--- config.mk ---
export PLATFORM = sky130hd
export DESIGN_NAME = video_pattern_gen_flat
export DESIGN_NICKNAME = d
export VERILOG_FILES = /design/src/rtl/video_pattern_gen_if.sv /design/src/rtl/video_pattern_gen.sv /design/src/flat_wrapper.sv
export SDC_FILE = /design/constraint.sdc
export NUM_CORES = 1
export LEC_CHECK = 0
export CORE_MARGIN = 2
export CORE_UTILIZATION = 54
export DETAILED_ROUTE_END_ITERATION = 10
export GPL_TIMING_DRIVEN = 0
export PLACE_DENSITY_LB_ADDON = 0.3
export RECOVER_POWER = 100
export SLEW_MARGIN = 20
export SYNTH_ARGS = -nofsm -noshare
export SYNTH_HDL_FRONTEND = slang
export SYNTH_SLANG_ARGS = --single-unit
export TNS_END_PERCENT = 10
--- constraint.sdc ---
create_clock -name CLOCK_50 -period 7.85 [get_ports CLOCK_50]
set_input_delay 0.785 -clock CLOCK_50 [delete_from_list [all_inputs] [get_ports CLOCK_50]]
set_output_delay 0.785 -clock CLOCK_50 [all_outputs]
set_load 0.005 [all_outputs]
--- src/rtl/video_pattern_gen_if.sv ---
// Pixel-side bus between video_driver and video_pattern_gen.
// The master drives coordinates and controls; the slave returns colour and timing.
interface video_pattern_gen_if #(
    parameter int unsigned XW         = 10,
    parameter int unsigned YW         = 9,
    parameter int unsigned COLOR_BITS = 8
);
    logic [XW-1:0]           x;
    logic [YW-1:0]           y;
    logic                    pix_en;
    logic [1:0]              mode;
    logic [3*COLOR_BITS-1:0] color;
    logic                    pause;
    logic [COLOR_BITS-1:0]   r;
    logic [COLOR_BITS-1:0]   g;
    logic [COLOR_BITS-1:0]   b;
    logic                    pix_valid;
    logic                    frame_start;
    logic [XW-1:0]           scroll;

    modport master (
        output x, y, pix_en, mode, color, pause,
        input  r, g, b, pix_valid, frame_start, scroll
    );

    modport slave (
        input  x, y, pix_en, mode, color, pause,
        output r, g, b, pix_valid, frame_start, scroll
    );
endinterface

--- src/rtl/video_pattern_gen.sv ---
// Per-pixel colour generator: four frame-synchronous patterns with a per-frame
// horizontal scroll, rendered through a fixed two-stage pipeline.
module video_pattern_gen #(
    parameter int unsigned WIDTH       = 640,
    parameter int unsigned HEIGHT      = 480,
    parameter int unsigned COLOR_BITS  = 8,
    parameter int unsigned CHECK_LOG2  = 5,
    parameter int unsigned SCROLL_STEP = 1
) (
    input  logic              CLOCK_50,
    input  logic              reset,
    video_pattern_gen_if.slave vif
);
    localparam int unsigned XW = $clog2(WIDTH);
    localparam int unsigned YW = $clog2(HEIGHT);
    localparam int unsigned C  = COLOR_BITS;
    localparam int unsigned CW = 3 * COLOR_BITS;

    localparam logic [1:0] MODE_SOLID    = 2'd0;
    localparam logic [1:0] MODE_GRADIENT = 2'd1;
    localparam logic [1:0] MODE_CHECKER  = 2'd2;
    localparam logic [1:0] MODE_BARS     = 2'd3;

    // Frame-latched rendering state and scroll offset
    logic [1:0]    r_mode_a;
    logic [CW-1:0] r_color_a;
    logic [XW-1:0] r_scroll;

    // Stage 1
    logic          r_s1_valid;
    logic          r_s1_active;
    logic          r_s1_fs;
    logic [XW-1:0] r_s1_xs;
    logic [YW-1:0] r_s1_y;

    // Stage 2 (outputs)
    logic [C-1:0]  r_r;
    logic [C-1:0]  r_g;
    logic [C-1:0]  r_b;
    logic          r_pix_valid;
    logic          r_frame_start;

    logic          w_fs;
    logic          w_in_area;
    logic [XW:0]   w_xsum;
    logic [XW-1:0] w_xs;
    logic [XW:0]   w_ssum;
    logic [XW-1:0] w_scroll_nxt;
    logic [2:0]    w_k;
    logic [C-1:0]  w_r;
    logic [C-1:0]  w_g;
    logic [C-1:0]  w_b;

    assign w_fs      = vif.pix_en && (vif.x == '0) && (vif.y == '0);
    assign w_in_area = ({1'b0, vif.x} < (XW+1)'(WIDTH)) && ({1'b0, vif.y} < (YW+1)'(HEIGHT));

    // Scrolled column, wrapped into 0..WIDTH-1 (only meaningful inside the active area)
    assign w_xsum = {1'b0, vif.x} + {1'b0, r_scroll};
    assign w_xs   = (w_xsum >= (XW+1)'(WIDTH)) ? XW'(w_xsum - (XW+1)'(WIDTH)) : XW'(w_xsum);

    assign w_ssum       = {1'b0, r_scroll} + (XW+1)'(SCROLL_STEP);
    assign w_scroll_nxt = (w_ssum >= (XW+1)'(WIDTH)) ? XW'(w_ssum - (XW+1)'(WIDTH)) : XW'(w_ssum);

    // Frame-start latch of mode/colour, and scroll advance unless paused
    always_ff @(posedge CLOCK_50 or posedge reset) begin
        if (reset) begin
            r_mode_a  <= MODE_SOLID;
            r_color_a <= '0;
            r_scroll  <= '0;
        end else if (w_fs) begin
            r_mode_a  <= vif.mode;
            r_color_a <= vif.color;
            if (!vif.pause) begin
                r_scroll <= w_scroll_nxt;
            end
        end
    end

    always_ff @(posedge CLOCK_50 or posedge reset) begin
        if (reset) begin
            r_s1_valid  <= 1'b0;
            r_s1_active <= 1'b0;
            r_s1_fs     <= 1'b0;
            r_s1_xs     <= '0;
            r_s1_y      <= '0;
        end else begin
            r_s1_valid  <= vif.pix_en;
            r_s1_active <= vif.pix_en && w_in_area;
            r_s1_fs     <= w_fs;
            r_s1_xs     <= w_xs;
            r_s1_y      <= vif.y;
        end
    end

    assign w_k = r_s1_xs[XW-1 -: 3];

    // Colour lookup; mode_a has already been updated when the frame-start pixel sits here
    always_comb begin
        w_r = '0;
        w_g = '0;
        w_b = '0;
        if (r_s1_active) begin
            case (r_mode_a)
                MODE_SOLID: begin
                    {w_r, w_g, w_b} = r_color_a;
                end
                MODE_GRADIENT: begin
                    w_r = r_s1_xs[XW-1 -: C];
                    w_g = r_s1_y[YW-1 -: C];
                    w_b = ~r_s1_xs[XW-1 -: C];
                end
                MODE_CHECKER: begin
                    if (r_s1_xs[CHECK_LOG2] ^ r_s1_y[CHECK_LOG2]) begin
                        {w_r, w_g, w_b} = r_color_a;
                    end
                end
                MODE_BARS: begin
                    w_r = {C{w_k[2]}};
                    w_g = {C{w_k[1]}};
                    w_b = {C{w_k[0]}};
                end
                default: begin
                    w_r = '0;
                    w_g = '0;
                    w_b = '0;
                end
            endcase
        end
    end

    always_ff @(posedge CLOCK_50 or posedge reset) begin
        if (reset) begin
            r_r           <= '0;
            r_g           <= '0;
            r_b           <= '0;
            r_pix_valid   <= 1'b0;
            r_frame_start <= 1'b0;
        end else begin
            r_r           <= w_r;
            r_g           <= w_g;
            r_b           <= w_b;
            r_pix_valid   <= r_s1_valid;
            r_frame_start <= r_s1_fs;
        end
    end

    assign vif.r           = r_r;
    assign vif.g           = r_g;
    assign vif.b           = r_b;
    assign vif.pix_valid   = r_pix_valid;
    assign vif.frame_start = r_frame_start;
    assign vif.scroll      = r_scroll;
endmodule

--- src/flat_wrapper.sv ---
// flat-port wrapper written by rule: the top's interface ports become plain ports
module video_pattern_gen_flat 
#(
    parameter int unsigned WIDTH       = 640,
    parameter int unsigned HEIGHT      = 480,
    parameter int unsigned COLOR_BITS  = 8,
    parameter int unsigned CHECK_LOG2  = 5,
    parameter int unsigned SCROLL_STEP = 1
)
  (CLOCK_50, reset, vif_x, vif_y, vif_pix_en, vif_mode, vif_color, vif_pause, vif_r, vif_g, vif_b, vif_pix_valid, vif_frame_start, vif_scroll);
  video_pattern_gen_if #(.XW((10)), .YW((9)), .COLOR_BITS(COLOR_BITS)) vif_i ();
  input  logic CLOCK_50;
  input  logic reset;
  input wire logic [$bits(vif_i.x)-1:0] vif_x;
  input wire logic [$bits(vif_i.y)-1:0] vif_y;
  input wire logic [$bits(vif_i.pix_en)-1:0] vif_pix_en;
  input wire logic [$bits(vif_i.mode)-1:0] vif_mode;
  input wire logic [$bits(vif_i.color)-1:0] vif_color;
  input wire logic [$bits(vif_i.pause)-1:0] vif_pause;
  output wire logic [$bits(vif_i.r)-1:0] vif_r;
  output wire logic [$bits(vif_i.g)-1:0] vif_g;
  output wire logic [$bits(vif_i.b)-1:0] vif_b;
  output wire logic [$bits(vif_i.pix_valid)-1:0] vif_pix_valid;
  output wire logic [$bits(vif_i.frame_start)-1:0] vif_frame_start;
  output wire logic [$bits(vif_i.scroll)-1:0] vif_scroll;
  assign vif_i.x = vif_x;
  assign vif_i.y = vif_y;
  assign vif_i.pix_en = vif_pix_en;
  assign vif_i.mode = vif_mode;
  assign vif_i.color = vif_color;
  assign vif_i.pause = vif_pause;
  assign vif_r = vif_i.r;
  assign vif_g = vif_i.g;
  assign vif_b = vif_i.b;
  assign vif_pix_valid = vif_i.pix_valid;
  assign vif_frame_start = vif_i.frame_start;
  assign vif_scroll = vif_i.scroll;
  video_pattern_gen #(.WIDTH(WIDTH), .HEIGHT(HEIGHT), .COLOR_BITS(COLOR_BITS), .CHECK_LOG2(CHECK_LOG2), .SCROLL_STEP(SCROLL_STEP)) u_core (.CLOCK_50(CLOCK_50), .reset(reset), .vif(vif_i));
endmodule
Word-level counts from Yosys, hierarchy flattened. Index checks and enable logic that the tools add are counted.

Eq/ne operators: 3. $add $sub $neg: 4. $lt $le $gt $ge: 4. Bitwise logic cells: 3. Reductions and logical operators: 8. Mux-type cells: 11.

Operator list (count): 8-bit case mux with 4 select lines (3); 8-bit 2-to-1 mux (6); 11-bit by 10-bit >= comparator with 1-bit output, second input constant (2); 10-bit 2-to-1 mux (2); 10-bit subtractor, second input constant (2); 10-bit by 1-bit adder with 11-bit output, second input constant (1); 10-bit by 10-bit adder with 11-bit output (1); 10-bit zero test (1); 10-bit < comparator, second input constant (1); 9-bit zero test (1); 9-bit < comparator, second input constant (1); 8-bit NOT (1); 2-bit equality test, second input constant (2); 1-bit logical AND (4); 2-bit by 1-bit equality test with 1-bit output, second input constant (1); 2-bit zero test (1); 2-bit AND reduction (1); 1-bit NOT (1); 1-bit XOR (1).

Output and inout port bits: 36. Input bits: 49. Flip-flop bits (word level): 84. Word-level logic and storage cells: 46.

Logic depth before layout (Yosys ltp).
Depth in word-level cells: 4. Gate-level depth with buffers: 12. Gate-level depth less buffers: 11.

Worst setup path before layout. Ideal clock, no wire load.

Path kind: input to register. Start point: input vif_x[0]. End point: register u_core.r_s1_xs[7]. Arrival time: 2.859 ns. Setup time: 0.125 ns. Required time: 7.725 ns. Path slack: 4.866 ns. Stages on the path: 11. Path buffers: 0. Cell sequence: ha_1 > fa_1 > a21o_1 > a221oi_2 > o21ai_1 > xnor2_1 > ha_1 > inv_1 > a31oi_1 > o21a_1 > mux2_2.

Cells in the longest elaborated chain, start to end: 3. Elaborated cells between the ends (all ways): 4. Those cells by class: 2 x add/sub; 1 x order compare; 1 x mux.

RTL lines: start, declared (RTL line flat_wrapper.sv:14) `input wire logic [$bits(vif_i.x)-1:0] vif_x;`; 10-bit by 10-bit adder with 11-bit output * (RTL line video_pattern_gen.sv:58) `assign w_xsum = {1'b0, vif.x} + {1'b0, r_scroll};`; 10-bit subtractor / 11-bit by 10-bit >= comparator with 1-bit output (equally long branches) (RTL line video_pattern_gen.sv:59) `assign w_xs = (w_xsum >= (XW+1)'(WIDTH)) ? XW'(w_xsum - (XW+1)'(WIDTH)) : XW'(w_xsum);`; 10-bit 2-to-1 mux * (RTL line video_pattern_gen.sv:59); via u_core.w_xs[7] (RTL line video_pattern_gen.sv:46) `logic [XW-1:0] w_xs;`; end signal, assigned (RTL line video_pattern_gen.sv:90) `r_s1_xs <= w_xs;`; end, declared (RTL line video_pattern_gen.sv:33) `logic [XW-1:0] r_s1_xs;`.

The timed path passes the listed nets; every way through them passes the cells marked *. A chain may end at the register's enable or synchronous reset.

==> summary.txt <==
Run status
  – Status: complete, but fails checks
  – Failing checks: capacitance limit, slew limit

Clock network
  – Post-CTS Hold Buffers: 0
  – # clock sinks: 81
  – Clock buffer count from CTS: 9
  – Clk buf depth: 2
  – Setup Fix Bufs, Post-CTS: 0
  – CTS clock-pin slew for the worst setup and hold paths: around 0.080 ns
  – H-Tree Depth: 3
  – Post-CTS Resized: 0
  – CTS tree: built
  – Root Driver: clkbuf_8
  – Clock latency on the worst-skew pair: 0.35 ns

Routing
  – Post-Route WL: ~8500 um
  – Starting DRC count in detailed routing: 147
  – Routed Antenna Nets: 0
  – WL/cell: 16.5 um
  – TritonRoute pass-1 iters: 4
  – Residual DRC: 0
  – Via count: 2929
  – Via density: around 5.7

Power
  – Part of the power in registers: 0.523
  – Gate power share: 0.068
  – Power Internal: around 0.64 mW
  – Net Switching: 0.175 mW
  – Leak pwr: 2.30 nW
  – Maximum VDD drop: 0.0000773 V
  – PwrDens: 165 nW/um^2
  – Clock power share: 0.409
  – Fraction of power spent switching nets: 0.215

Worst setup path
  – Startpoint Class: input pin
  – Delay-heaviest family, CP: buffers and inverters
  – Worst-path fanout max: 58
  – CP Buf/Inv Count: 3
  – Crit path DAT: 4.09 ns
  – Crit path cell chain: dlygate4sd3_1 -> clkinvlp_2 -> clkbuf_1
  – Critical-path top delay cell: clkbuf_1
  – Largest stage delay, worst path: 2.08 ns
  – Crit path kind: input pin to async pin
  – Setup crit end kind: async pin
  – WP data required: 7.69 ns

Yosys
  – Leading area contributor after synthesis: dfrtp_1
  – Post-Syn Area: 3780 sq um
  – Primary FF master, synth: dfrtp_1
  – Most frequent cell after synthesis: dfrtp_1
  – Syn. warnings: 0
  – Most frequent cells after synthesis: dfrtp_1 (81), mux2_2 (30), nor2b_1 (25)
  – Register area share after synthesis: 0.536
  – Post-synthesis cell count: 321
  – Synth area leaders: dfrtp_1 (54%), mux2_2 (8.9%), ha_1 (4.6%)
  – Number of synthesized flops with an enable pin: 0
  – Share of the synthesized area in the top cell type: 0.536
  – Post-synth ARST share: 1.00
  – Synth Area per Inst: 11.8 sq um
  – Synth cell types: 45
  – Flops & latches, synth: 81
  – Post-synth net total: approximately 390

Final layout
  – Synth-to-Final Area Change: 31.2%
  – Ratio of cells with drive above 1 in the final layout: 0.114
  – Util after Layout: 0.731
  – Fill cells: 498
  – Nets: 481
  – Diode count: 0

STA
  – Final Max Slew Viols: around 60
  – F_max: 235 MHz
  – # setup viols final: 0
  – RSZ-0062 raised after global routing: false
  – Crit path time final: 4.25 ns
  – Headroom to the max-slew limit: -0.907
  – Measured slew at the worst slew-check pin: 2.86 ns
  – Tcrit/Tclk final: 0.541
  – Setup TNS: 0 ns
  – Count of final hold-check violations: 0
  – Layout Skew: ~0.0055 ns

Place
  – Final HPWL DP: 6370 um
  – Input/output buffers: 84
  – GPL Wtd Cong: 0.872

Floorplan
  – IO Pins: 85
  – Area of the core: 6790 sq um
  – Initial core utilization: 0.557
  – Die Span X: 87.7 um
  – Rows: 30
  – Die area: roughly 7700 sq um
  – Die height: between 80 and 90 um

Global routing
  – Vias in the first global route: 2983
  – First-pass GRT wire length: between 10000 and 15000 um
  – Largest net degree at the start of global routing: 59
  – GRT overflow: 0
  – Initial antenna violation count: 0
  – All-Layer GR Usage: 0.242

Worst hold path
  – Worst Hold Class: register to register

Job
  – Max cap viols: 1
-- layout make-up --
| type | count | area (sq um) | area share |
|---|---|---|---|
| flip-flops and latches | 81 | 2030 | 0.408 |
| multi-input cells | 215 | 1660 | 0.333 |
| repair buffers | 85 | 845 | 0.170 |
| clock buffers | 12 | 145 | 0.0292 |
| well taps | 96 | 120 | 0.0242 |
| clock inverters | 4 | 76.3 | 0.0154 |
| plain buffers | 16 | 61.3 | 0.0123 |
| inverters | 9 | 35.0 | 0.00706 |
-- cell usage in the layout (no fill, tap or decap), types with 6 or more instances in the layout --
cell type        count
ha_1                14
nor2_1               6
clkdlybuf4s50_1     35
a221oi_1            16
nor2b_1             25
mux2_2              30
clkbuf_8            10
xnor2_1             15
nand3_1              9
dfrtp_1             81
inv_1                8
nor4_1               7
dlygate4sd3_1       49
o21ai_0             14
a21o_1               7
nand2_1             12
a21oi_1             14
clkbuf_1            18
-- kinds of logic after synthesis --
| family | synth area share |
|---|---|
| AO/OA/AOI/OAI | 0.135 |
| XOR/XNOR | 0.0440 |
| adder cells (fa/ha/maj) | 0.0516 |
| buffers and inverters | 0.0251 |
| flip-flops | 0.536 |
| multiplexers | 0.0893 |
| AND/OR/NAND/NOR | 0.119 |
-- layer usage --
layer / GRT usage / vias to the layer above / wire [um]
met5: 0 / - / 0
met4: 0.103 / 0 / 155
met3: 0.0443 / 21 / 418
met2: 0.395 / 117 / 4380
met1: 0.320 / 1419 / 3580
li1: - / 1372 / -
-- worst paths after layout --
check	startpoint	endpoint	slack [ns]	cells past startpoint
setup / recovery	reset	u_core.vif.g[4]	3.60	3
hold / removal	u_core.r_s1_valid	u_core.vif.pix_valid	0.35	0
setup reg to reg	u_core.vif.scroll[0]	u_core.r_s1_xs[8]	4.67	11
hold reg to reg	u_core.r_s1_valid	u_core.vif.pix_valid	0.35	0
max in group CLOCK_50	vif_x[0]	u_core.r_s1_xs[8]	4.22	12
min in group asynchronous	reset	u_core.r_s1_xs[7]	1.08	2
-- power groups by stage --
stage | Sequential [mW] | Clock, mW | Combinational (mW)
floorplan | 0.433 | 0 | 0.0230
global placement | 0.435 | 0 | 0.0560
detailed placement | 0.435 | 0 | 0.0591
CTS | 0.427 | 0.340 | 0.0596
global route | 0.428 | 0.360 | 0.0614
finish | 0.427 | 0.334 | 0.0555
-- per-stage QoR --
stage | setup slack [ns] | cell area [sq um] | instances | hold WS, ns | total power, mW
after detailed placement | 4.16 | 4770 | 502 | 0.337 | 0.494
after floorplan | 4.87 | 3780 | 321 | 0.331 | 0.456
after global routing | 2.76 | 4960 | 518 | 0.358 | 0.849
after global placement | 3.81 | 4740 | 501 | 0.335 | 0.491
final | 3.60 | 4960 | 518 | 0.353 | 0.817
after CTS | 4.51 | 5000 | 518 | 0.357 | 0.827
-- flip-flops by register name, indices dropped and copies added, names as in the netlist --
signal and flops:
u_core.r_color_a 24, u_core.vif.scroll 10, u_core.r_s1_xs 8, u_core.r_s1_y 8, u_core.vif.b 8, u_core.vif.g 8, u_core.vif.r 8, u_core.r_mode_a 2
u_core.r_s1_active 1, u_core.r_s1_fs 1, u_core.r_s1_valid 1, u_core.vif.frame_start 1, u_core.vif.pix_valid 1
-- worst reg2reg max path, delay by kind of cell, from the launching register on --
kind	cells	cell delay [ns]
xor gates and xnor gates	1	0.30
and+or+nand+nor	1	0.16
buffers and inverters	1	0.07
DFF	1	0.49
adders and majority gates	3	0.96
AOI/OAI and AO/OA	5	1.08
Power figures use the tool's default switching activity.
